<file path="src/rtl/bird_pkg.sv">
// bird_pkg: shared types and helpers for the bird vertical-physics slice.
//   state_t      : game state (IDLE / RUN / DEAD)
//   DEF_FRAC     : default number of fractional bits in position/velocity
//   ONE_PX       : one pixel expressed in the default Q format
//   floor_limit(): lowest legal sprite row for a given screen/sprite height
package bird_pkg;

  typedef enum logic [1:0] {
    ST_IDLE = 2'd0,
    ST_RUN  = 2'd1,
    ST_DEAD = 2'd2
  } state_t;

  localparam int unsigned DEF_FRAC = 32'd4;
  localparam int unsigned ONE_PX   = 32'd1 << DEF_FRAC;

  // Row at which the sprite bottom touches the screen bottom.
  function automatic int floor_limit(input int screen_h, input int bird_h);
    return screen_h - bird_h;
  endfunction

endpackage

</file>
<file path="src/rtl/bird_flap_latch.sv">
// bird_flap_latch: turns the debounced flap level into a one-per-press request.
//   clk, reset_n : clock, asynchronous active-low reset
//   flap_btn     : debounced flap level
//   tick         : physics update cycle; consumes the pending request
//   dead         : game over; requests are discarded and not stored
//   flap_now     : a flap applies to an update taken in this cycle
//                  (pending request or a rise in this very cycle)
module bird_flap_latch (
  input  logic clk,
  input  logic reset_n,
  input  logic flap_btn,
  input  logic tick,
  input  logic dead,
  output logic flap_now
);

  logic flap_d_r;
  logic pend_r;
  logic rise_s;

  assign rise_s   = flap_btn & ~flap_d_r;
  assign flap_now = ~dead & (pend_r | rise_s);

  // Edge-detect history and the pending-flap flag.
  always_ff @(posedge clk or negedge reset_n) begin
    if (!reset_n) begin
      flap_d_r <= 1'b0;
      pend_r   <= 1'b0;
    end else begin
      flap_d_r <= flap_btn;
      if (dead) begin
        pend_r <= 1'b0;
      end else if (tick) begin
        pend_r <= 1'b0;
      end else if (rise_s) begin
        pend_r <= 1'b1;
      end else begin
        pend_r <= pend_r;
      end
    end
  end

endmodule

</file>
<file path="src/rtl/bird_kinematics.sv">
// bird_kinematics: fixed-point vertical physics of the bird with IDLE/RUN/DEAD game FSM.
//   clk, reset_n : clock, asynchronous active-low reset
//   flap_btn     : debounced flap level
//   collide      : obstacle hit (level), latched while running
//   restart      : new-game request, only acted on in DEAD
//   bird_y       : integer part of the position, px (0 = top)
//   velocity     : signed velocity, Q.FRAC
//   alive        : high in RUN
//   game_over    : high in DEAD
//   tick_o       : high during each physics update cycle
// Build option BIRD_CEIL_CLAMP_EN: hitting the ceiling clamps the bird at row 0
// with zero velocity and keeps the game running instead of ending it.
module bird_kinematics
  import bird_pkg::*;
#(
  parameter int YW       = 10,
  parameter int FRAC     = 4,
  parameter int VW       = 12,
  parameter int SCREEN_H = 480,
  parameter int BIRD_H   = 24,
  parameter int START_Y  = 200,
  parameter int GRAVITY  = 32,
  parameter int FLAP_V   = -96,
  parameter int MAX_FALL = 80,
  parameter int TICK_W   = 20
) (
  input  logic                 clk,
  input  logic                 reset_n,
  input  logic                 flap_btn,
  input  logic                 collide,
  input  logic                 restart,
  output logic [YW-1:0]        bird_y,
  output logic signed [VW-1:0] velocity,
  output logic                 alive,
  output logic                 game_over,
  output logic                 tick_o
);

  localparam int QW       = YW + FRAC;
  // Two extra bits keep the trial position signed and free of wrap.
  localparam int PW       = QW + 2;
  localparam int FLOOR_PX = floor_limit(SCREEN_H, BIRD_H);

  localparam logic [QW-1:0]        START_P  = QW'(START_Y << FRAC);
  localparam logic [QW-1:0]        FLOOR_P  = QW'(FLOOR_PX << FRAC);
  localparam logic signed [PW-1:0] FLOOR_PQ = PW'(FLOOR_PX << FRAC);
  localparam logic signed [VW-1:0] FLAP_VQ  = VW'(FLAP_V);
  localparam logic signed [VW-1:0] MAXF_VQ  = VW'(MAX_FALL);
  localparam logic signed [VW:0]   GRAV_X   = (VW+1)'(GRAVITY);
  localparam logic signed [VW:0]   MAXF_X   = (VW+1)'(MAX_FALL);
  // Counter value one cycle before the update cycle (all-ones minus one).
  localparam logic [TICK_W-1:0]    TICK_PRE = ~TICK_W'(1);

  logic [TICK_W-1:0]    cnt_r;
  logic                 tick_r;
  state_t               state_r;
  logic [QW-1:0]        p_r;
  logic signed [VW-1:0] v_r;
  logic                 alive_r;
  logic                 over_r;
  logic                 coll_pend_r;

  logic                 update_s;
  logic                 in_run_s;
  logic                 dead_s;
  logic                 flap_now_s;
  logic                 coll_now_s;
  logic signed [VW:0]   v_sum_s;
  logic signed [VW-1:0] v_next_s;
  logic signed [PW-1:0] p_sum_s;
  logic                 ceil_s;
  logic                 floor_s;
  state_t               step_state_s;
  logic [QW-1:0]        step_p_s;
  logic signed [VW-1:0] step_v_s;

  assign update_s   = &cnt_r;
  assign in_run_s   = (state_r == ST_RUN);
  assign dead_s     = (state_r == ST_DEAD);
  // A collide level in the update cycle itself still counts for that update.
  assign coll_now_s = in_run_s & (coll_pend_r | collide);

  bird_flap_latch u_flap (
    .clk      (clk),
    .reset_n  (reset_n),
    .flap_btn (flap_btn),
    .tick     (update_s),
    .dead     (dead_s),
    .flap_now (flap_now_s)
  );

  // Candidate velocity and position for the next physics step.
  always_comb begin
    v_sum_s = {v_r[VW-1], v_r} + GRAV_X;
    if (flap_now_s) begin
      v_next_s = FLAP_VQ;
    end else if (v_sum_s > MAXF_X) begin
      v_next_s = MAXF_VQ;
    end else begin
      v_next_s = v_sum_s[VW-1:0];
    end
    p_sum_s = {{(PW-QW){1'b0}}, p_r} + {{(PW-VW){v_next_s[VW-1]}}, v_next_s};
    ceil_s  = p_sum_s[PW-1] | (p_sum_s == {PW{1'b0}});
    floor_s = ~ceil_s & (p_sum_s >= FLOOR_PQ);
  end

  // Outcome of a step: collision first, then ceiling, then floor.
  always_comb begin
    step_state_s = ST_RUN;
    step_p_s     = p_sum_s[QW-1:0];
    step_v_s     = v_next_s;
    if (coll_now_s) begin
      step_state_s = ST_DEAD;
      step_p_s     = p_r;
      step_v_s     = {VW{1'b0}};
    end else if (ceil_s) begin
`ifdef BIRD_CEIL_CLAMP_EN
      step_state_s = ST_RUN;
`else
      step_state_s = ST_DEAD;
`endif
      step_p_s     = {QW{1'b0}};
      step_v_s     = {VW{1'b0}};
    end else if (floor_s) begin
      step_state_s = ST_DEAD;
      step_p_s     = FLOOR_P;
      step_v_s     = {VW{1'b0}};
    end else begin
      step_state_s = ST_RUN;
    end
  end

  // Tick counter, collision latch and the game FSM with its registered outputs.
  always_ff @(posedge clk or negedge reset_n) begin
    if (!reset_n) begin
      cnt_r       <= {TICK_W{1'b0}};
      tick_r      <= 1'b0;
      state_r     <= ST_IDLE;
      p_r         <= START_P;
      v_r         <= {VW{1'b0}};
      alive_r     <= 1'b0;
      over_r      <= 1'b0;
      coll_pend_r <= 1'b0;
    end else begin
      cnt_r       <= cnt_r + TICK_W'(1);
      tick_r      <= (cnt_r == TICK_PRE);
      coll_pend_r <= (in_run_s && !update_s) ? (coll_pend_r | collide) : 1'b0;
      case (state_r)
        ST_IDLE: begin
          if (update_s && flap_now_s) begin
            state_r <= step_state_s;
            p_r     <= step_p_s;
            v_r     <= step_v_s;
            alive_r <= (step_state_s == ST_RUN);
            over_r  <= (step_state_s == ST_DEAD);
          end else begin
            p_r <= START_P;
            v_r <= {VW{1'b0}};
          end
        end
        ST_RUN: begin
          if (update_s) begin
            state_r <= step_state_s;
            p_r     <= step_p_s;
            v_r     <= step_v_s;
            alive_r <= (step_state_s == ST_RUN);
            over_r  <= (step_state_s == ST_DEAD);
          end else begin
            state_r <= ST_RUN;
          end
        end
        ST_DEAD: begin
          if (restart) begin
            state_r <= ST_IDLE;
            p_r     <= START_P;
            v_r     <= {VW{1'b0}};
            alive_r <= 1'b0;
            over_r  <= 1'b0;
          end else begin
            state_r <= ST_DEAD;
          end
        end
        default: begin
          state_r <= ST_IDLE;
          p_r     <= START_P;
          v_r     <= {VW{1'b0}};
          alive_r <= 1'b0;
          over_r  <= 1'b0;
        end
      endcase
    end
  end

  assign bird_y    = p_r[QW-1:FRAC];
  assign velocity  = v_r;
  assign alive     = alive_r;
  assign game_over = over_r;
  assign tick_o    = tick_r;

endmodule

</file>
<file path="config.mk">
export PLATFORM = sky130hd
export DESIGN_NAME = bird_kinematics
export DESIGN_NICKNAME = d
export VERILOG_FILES = /design/src/rtl/bird_pkg.sv /design/src/rtl/bird_flap_latch.sv /design/src/rtl/bird_kinematics.sv
export SDC_FILE = /design/constraint.sdc
export NUM_CORES = 1
export LEC_CHECK = 0
export CORE_MARGIN = 5
export CORE_UTILIZATION = 45
export CTS_BUF_LIST = sky130_fd_sc_hd__clkbuf_8
export DETAILED_ROUTE_END_ITERATION = 7
export GPL_TIMING_DRIVEN = 0
export PLACE_DENSITY = 0.76
export RECOVER_POWER = 100
export SETUP_SLACK_MARGIN = 0.2
export SKIP_LAST_GASP = 1
export SLEW_MARGIN = 30
export SYNTH_ARGS = -nofsm -noshare
export SYNTH_HDL_FRONTEND = slang
export SYNTH_SLANG_ARGS = --single-unit
</file>
<file path="constraint.sdc">
create_clock -name clk -period 5.4 [get_ports clk]
set_input_delay 1.08 -clock clk [delete_from_list [all_inputs] [get_ports clk]]
set_output_delay 1.08 -clock clk [all_outputs]
set_load 0.02 [all_outputs]
</file>
## After elaboration in Yosys (flattened, before gate mapping)

Cells that the tools add are included.

- Bits in latches: 0
- Memory bits (writable): 0
- Memories: 0
- Word-level logic and storage cells: 76
- Register bits after elaboration: 54
- Input port bits: 5
- Output and inout bits: 25
- Memory bits (read-only): 0

- Shifts and indexed selects: 0
- Muxes and demuxes: 34
- Reductions and logical operators: 9
- Div/mod/pow operators: 0
- Add/sub/neg operators: 3
- Equal/unequal tests: 8
- Order comparisons: 2
- Multiply operators: 0
- Bitwise logic cells: 10

Operator list:

| kind | count |
|---|---|
| $mux 12 | 8 |
| $mux 14 | 6 |
| $pmux 14 s3 | 1 |
| $pmux 12 s3 | 1 |
| $add 20x1->20 const B | 1 |
| $eq 20x20->1 const B | 1 |
| $reduce_and 20->1 | 1 |
| $add 15x12->16 | 1 |
| $ge 16x14->1 const B | 1 |
| $logic_not 16->1 | 1 |
| $add 12x7->13 const B | 1 |
| $gt 13x8->1 const B | 1 |
| $mux 2 | 6 |
| $mux 1 | 9 |
| $ne 2x2->1 const B | 3 |
| $pmux 1 s3 | 2 |
| $pmux 2 s3 | 1 |
| $and 1x1->1 | 4 |
| $eq 2x1->1 const B | 2 |
| $eq 2x2->1 const B | 2 |
| $not 1->1 | 3 |
| $or 1x1->1 | 3 |
| $reduce_and 3->1 | 1 |
| $reduce_bool 3->1 | 1 |
| other kinds (4) | 5 |

## Logic depth before layout (Yosys ltp)

- Depth in word-level cells: 16
- Depth in mapped cells: 23
- Gate-level depth less buffers: 21

## Modules after synthesis

From an unflattened synthesis, not the netlist that was laid out.

- Cells, all modules: 360
- Area total of the unflattened synthesis: 3,497.1 sq um

Modules (own cells, without submodules):

| module | cells an instance | area each (sq um) | instances | sequential area each (sq um) |
|---|---|---|---|---|
| bird_kinematics | 354 | 3,412.0 | 1 | 1,305.0 |
| bird_flap_latch | 6 | 85.1 | 1 | 50.0 |

## Worst setup path after synthesis

OpenSTA, ideal clock, no wires.

- Kind: register to register
- Start point: register v_r[5], in the netlist velocity[5]
- End point: register p_r[2]
- Path buffers: 2
- Period minus slack after synthesis: 4,850 ps
- Data arrival time: 4,729 ps
- Setup time: 121 ps
- Data required time: 5,279 ps
- Setup slack: 550 ps
- Cell stages (with the launch flop): 24
- Cell sequence: dfrtp_1 > ha_1 > nand3_1 > nor3_1 > o32ai_2 > o21a_1 > nor2_1 > and2_1 > ha_1 > inv_1 > fa_1 > nor2b_1 > o31a_1 > o21ai_0 > nor2b_1 > o221a_2 > o21bai_1 > xnor2_1 > and4_1 > o2111ai_1 > and2_1 > buf_6 > buf_8 > a32o_2

- Word-level cells in the longest chain between the ends: 14
- Elaborated cells between the ends (all ways): 16
- Classes of those cells: add/sub: 2; order compare: 2; mux: 8; bitwise: 3; reduce/logical: 1

Ends and longest elaborated chain:

| what | line | RTL |
|---|---|---|
| from (decl) | bird_kinematics.sv:58 | `logic signed [VW-1:0] v_r;` |
| from (signal assigned) | bird_kinematics.sv:140 | `v_r <= {VW{1'b0}};` |
| from (signal assigned) | bird_kinematics.sv:153 | `v_r <= step_v_s;` |
| from (signal assigned) | bird_kinematics.sv:158 | `v_r <= {VW{1'b0}};` |
| $add 12x7->13 * | bird_kinematics.sv:94 | `v_sum_s = {v_r[VW-1], v_r} + GRAV_X;` |
| $gt 13x8->1 | bird_kinematics.sv:97 | `end else if (v_sum_s > MAXF_X) begin` |
| $mux 12 * | bird_kinematics.sv:97 |  |
| $mux 12 * | bird_kinematics.sv:95 | `if (flap_now_s) begin` |
| $add 15x12->16 * | bird_kinematics.sv:102 | `p_sum_s = {{(PW-QW){1'b0}}, p_r} + {{(PW-VW){v_next_s[VW-1]}}, v_next_s};` |
| parallel branches: the longest is 5 deep, another holds $ge 16x14->1 | - |  |
| $mux 14 * | bird_kinematics.sv:116 | `end else if (ceil_s) begin` |
| $mux 14 * | bird_kinematics.sv:112 | `if (coll_now_s) begin` |
| $mux 14 (on tied branches) | bird_kinematics.sv:162, bird_kinematics.sv:150 |  |
| $pmux 14 s3 * | bird_kinematics.sv:148 | `case (state_r)` |
| to (signal assigned) | bird_kinematics.sv:152 | `p_r <= step_p_s;` |
| to (signal assigned) | bird_kinematics.sv:164 | `p_r <= step_p_s;` |
| to (decl) | bird_kinematics.sv:57 | `logic [QW-1:0] p_r;` |

Mark *: on every way between the ends. The select of a mux whose other input is x is not followed.
A chain may end at the register's enable or synchronous reset.

## Worst setup path after layout

- Start point: input port flap_btn
- End point: register p_r[2]

- Word-level cells in the longest chain between the ends: 14
- Elaborated cells between the ends (all ways): 17
- Classes of those cells: add/sub: 1; order compare: 1; mux: 7; bitwise: 6; reduce/logical: 2

Ends and longest elaborated chain:

| what | line | RTL |
|---|---|---|
| from (decl) | bird_kinematics.sv:29 | `input logic flap_btn,` |
| $and 1x1->1 * | bird_flap_latch.sv:21 | `assign rise_s = flap_btn & ~flap_d_r;` |
| $or 1x1->1 * | bird_flap_latch.sv:22 | `assign flap_now = ~dead & (pend_r \| rise_s);` |
| $and 1x1->1 * | bird_flap_latch.sv:22 |  |
| parallel branches: the longest is 10 deep, another holds $add 15x12->16 | - |  |
| $pmux 14 s3 * | bird_kinematics.sv:148 |  |

Marked as above.

==> summary.md <==
| Metric | Value |
|---|---|
| Cells after synthesis | 355 |
| Violated checks | capacitance limit, slew limit |
| Max Slew Vio Count | 30 |
| Most common flop cell mapped by yosys | dfrtp_1 |
| Worst setup margin | 279 ps |
| IO Count | 30 |
| WHS | 473 ps |
| Psw | 0.000161 W |
| RSZ-0062 raised after global routing | no |
| Via density | 5.63 |
| CTS tree | done |
| Leakage power figure | 1.91 nW |
| Mux cell area share after synthesis | 0.00325 |
| Via count | 2,853 |
| Syn avg cell area | 9.77 sq um |
| Setup Viol. Count Final | 0 |
| #FFs+latches synth | 54 |
| Max transition margin | -0.0908 |
| Fill cells | 680 |
| Iteration-0 DRC Markers | 122 |
| Cts bufs inserted | 5 |
| Chip width | 97.8 microns |
| Initial antenna violation count | 0 |
| Synth warn | 0 |
| Post-Syn Area | 0.00347 sq mm |
| Sequential-to-total area share from yosys stat | 0.391 |
| Initial core utilization | 0.456 |
| Global-route wire length before repair | 13.6 mm |
| Clk sinks | 54 |
| Final period util | 0.948 |
| Synth-to-Final Area Change | 22.7% |
| Final hold vios | 0 |
| Pre-CTS setup slack | -398 ps |
| Flop pwr share | 0.610 |
| Clk pwr share | 0.372 |
| Post-synthesis compound-gate area fraction | 0.198 |
| Hold Crit Start | cnt_r[13]$_DFF_PN0_ |
| Post-DP HPWL | 5.86 mm |
| Setup TNS Final | 0 ps |
| Number of core rows | 32 |
| Crit path launch type | input pin |
| Grt ovf | 0 |
| RR Startpoint | velocity[0]$_DFFE_PN0P_ |
| Core Region | 0.00761 sq mm |
| Post-Syn Nets | 382 |
| Arrival time worst endpoint | 5370 ps |
| Worst-skew pair later-pin latency | 320 ps |
| Switching part of the total power | 0.242 |
| Crit path time final | 5120 ps |
| H-tree Lvls | 2 |
| WS Path Type | in2reg |
| Die height | 97.8 microns |
| Detail Route Antenna Nets | 0 |
| Hold_buf cts | 0 |
| Max Clock Freq | 0.195 GHz |
| EDFF count, synth | 0 |
| PwrDens | 156 mW/mm^2 |
| GRT Total Usage | 0.167 |
| Fin area | 0.00426 sq mm |
| Req. time, crit path | 5650 ps |
| Post-Synth Simple-Gate Area | 0.172 |
| XOR/XNOR share of the synthesized area | 0.0985 |
| Worst-path fanout max | 10 |
| Nets | 431 |
| Largest family of logic cells by synthesized area | compound AO/OA/AOI/OAI gates |
| Pin count of the biggest net entering global routing | 30 |
| DR WL/cell | 15.9 microns |
| Async S/R FF share, synth | 1.00 |
| HP Class | reg2reg |
| VDD IR-drop max | 0.121 mV |
| Combinational Power Share | 0.018 |
| IO Port Bufs | 29 |
| Worst Setup SP | flap_btn |
| Run status | finished with violations |
| Number of global-route vias before repair | 2,872 |
| ANT cells | 0 |
| Max-cap check violation count | 1 |
| Slew @ Worst Pin | 1640 ps |
| Post-Route Utilization | 0.560 |
| Layout cell share with drive strength beyond 1 | 0.193 |
| Post-Synth Adder-Cell Area | 0.0815 |
| CTS max path bufs | 2 |
| FF-to-FF setup slack | 320 ps |
| Placed instance area | 0.00390 sq mm |
| WL final | 8.04 mm |
| Worst Skew | 15.4 ps |
| Drc violations | 0 |
| Internal Pwr Total | 0.000504 W |
| Netlist cell types | 59 |
| Clock root buffer master | clkbuf_8 |
| Die Area | 0.00956 sq mm |
| Drt pass-1 iters | 4 |
| Placer Congestion | 0.919 |
| CTS clk-pin slew, worst paths | 100 ps |
| CP Capture Type | flop |
==> registers in the layout, summed over array words and instances (netlist names) <==
name,flops
game_over,1
velocity,12
tick_o,1
alive,1
cnt_r,20
p_r,14
u_flap.pend_r,1
state_r,2
u_flap.flap_d_r,1
coll_pend_r,1
==> cell families (layout without fill, tap and decap cells) <==
group	Yosys count	after routing
buffers and inverters	36	86
muxes	1	1
and+or+nand+nor	115	115
DFF	54	54
AOI/OAI and AO/OA	88	88
xor gates and xnor gates	39	39
adders and majority gates	22	22
==> critical path, cell delays in order <==
cell,delay [ps]
clkdlybuf4s50_1,480
nor2b_4,180
o22a_2,190
nor2_4,50
and2_1,160
ha_1,310
a211oi_2,300
o21ai_1,130
o21a_1,150
a221oi_2,260
o31ai_2,150
a221o_1,400
or3_1,360
a21oi_1,300
a21boi_4,260
and2_4,160
buf_6,120
buf_8,140
a32o_2,170
==> synth_stat cells (3+ instances only) <==
| library cell | number | share of area |
|---|---|---|
| xnor2_1 | 24 | 0.061 |
| nand2_1 | 22 | 0.024 |
| o21ai_1 | 3 | 0.0043 |
| a21oi_1 | 10 | 0.014 |
| nand3_1 | 16 | 0.023 |
| a32o_1 | 11 | 0.032 |
| a32o_2 | 5 | 0.016 |
| nor2_1 | 20 | 0.022 |
| and3_1 | 6 | 0.011 |
| buf_4 | 10 | 0.022 |
| ha_1 | 21 | 0.076 |
| nand4_1 | 6 | 0.011 |
| dfrtp_1 | 51 | 0.37 |
| o21a_1 | 4 | 0.0087 |
| dfstp_2 | 3 | 0.023 |
| nor2b_1 | 10 | 0.018 |
| o21ai_0 | 13 | 0.019 |
| nor3_1 | 11 | 0.016 |
| a22o_1 | 4 | 0.010 |
| or3_1 | 3 | 0.0054 |
| o21bai_1 | 7 | 0.015 |
| xor2_1 | 15 | 0.038 |
| a31oi_1 | 4 | 0.0072 |
| clkbuf_1 | 6 | 0.0065 |
| nor4_1 | 3 | 0.0054 |
| and2_1 | 10 | 0.018 |
| inv_1 | 14 | 0.015 |
| a21o_1 | 5 | 0.011 |
==> metal layers <==
layer  wire [microns]  global-route usage  part of all wire  vias to the layer above
met5                0                   0                 0                        -
li1                 -                   -                 -                     1381
met1             3600               0.225              0.45                     1398
met3              331              0.0314             0.041                        9
met4              104              0.0383             0.013                        0
met2             4000               0.281              0.50                       65
==> path summary, 6_finish.rpt <==
check | cells past startpoint | endpoint
max | 19 | p_r[2]$_DFFE_PN0P_
min | 1 | cnt_r[13]$_DFF_PN0_
max reg2reg | 20 | p_r[2]$_DFFE_PN0P_
min reg2reg | 1 | cnt_r[13]$_DFF_PN0_
max in group asynchronous | 2 | velocity[5]$_DFFE_PN0P_
min in group asynchronous | 1 | p_r[13]$_DFFE_PN0P_
==> cell type report <==
class | instances | area [sq um] | share of cell area
multi-input cells | 265 | 2100 | 0.494
flip-flops and latches | 54 | 1360 | 0.319
repair buffers | 42 | 378 | 0.0888
plain buffers | 21 | 138 | 0.0323
well taps | 102 | 128 | 0.0300
clock buffers | 5 | 68.8 | 0.0162
inverters | 15 | 56.3 | 0.0132
clock inverters | 3 | 26.3 | 0.00617
==> what timing repair did <==
| action | in CTS | in global routing |
|---|---|---|
| setup buffers | 0 | 12 |
| pin swaps | 0 | 11 |
| gates resized for setup | 18 | 21 |
| gates cloned | 0 | 0 |
| setup endpoints to repair | 24 | 24 |
==> placed cells by master, fill, tap and decap left out, drive strengths merged, types with 3 or more instances in the layout <==
cell type / count
dlygate4sd3: 25
dfstp: 3
a21o: 5
xnor2: 24
nor2b: 10
xor2: 15
inv: 17
a32o: 16
o21bai: 7
o21ai: 16
or3: 3
nand4: 6
nor3: 12
nor4: 3
a31oi: 4
nor2: 20
a21oi: 12
nand3: 16
dfrtp: 51
clkdlybuf4s50: 3
buf: 27
ha: 21
a22o: 4
clkbuf: 13
and2: 10
o21a: 4
nand2: 22
and3: 6
==> per-stage QoR <==
step | cells | total power, W
finish | 507 | 0.000664
global route | 507 | 0.000689
CTS | 495 | 0.000673
detailed placement | 487 | 0.000426
global placement | 486 | 0.000425
floorplan | 355 | 0.000413
==> power by group through the flow <==
stage | clock [W] | sequential, W | combinational (W)
2_1_floorplan | 0 | 0.000413 | 0.000000431
3_3_place_gp | 0 | 0.000413 | 0.0000120
3_5_place_dp | 0 | 0.000413 | 0.0000138
4_1_cts | 0.000254 | 0.000405 | 0.0000141
5_1_grt | 0.000270 | 0.000405 | 0.0000140
6_report | 0.000247 | 0.000405 | 0.0000121
Power figures use the tool's default switching activity.
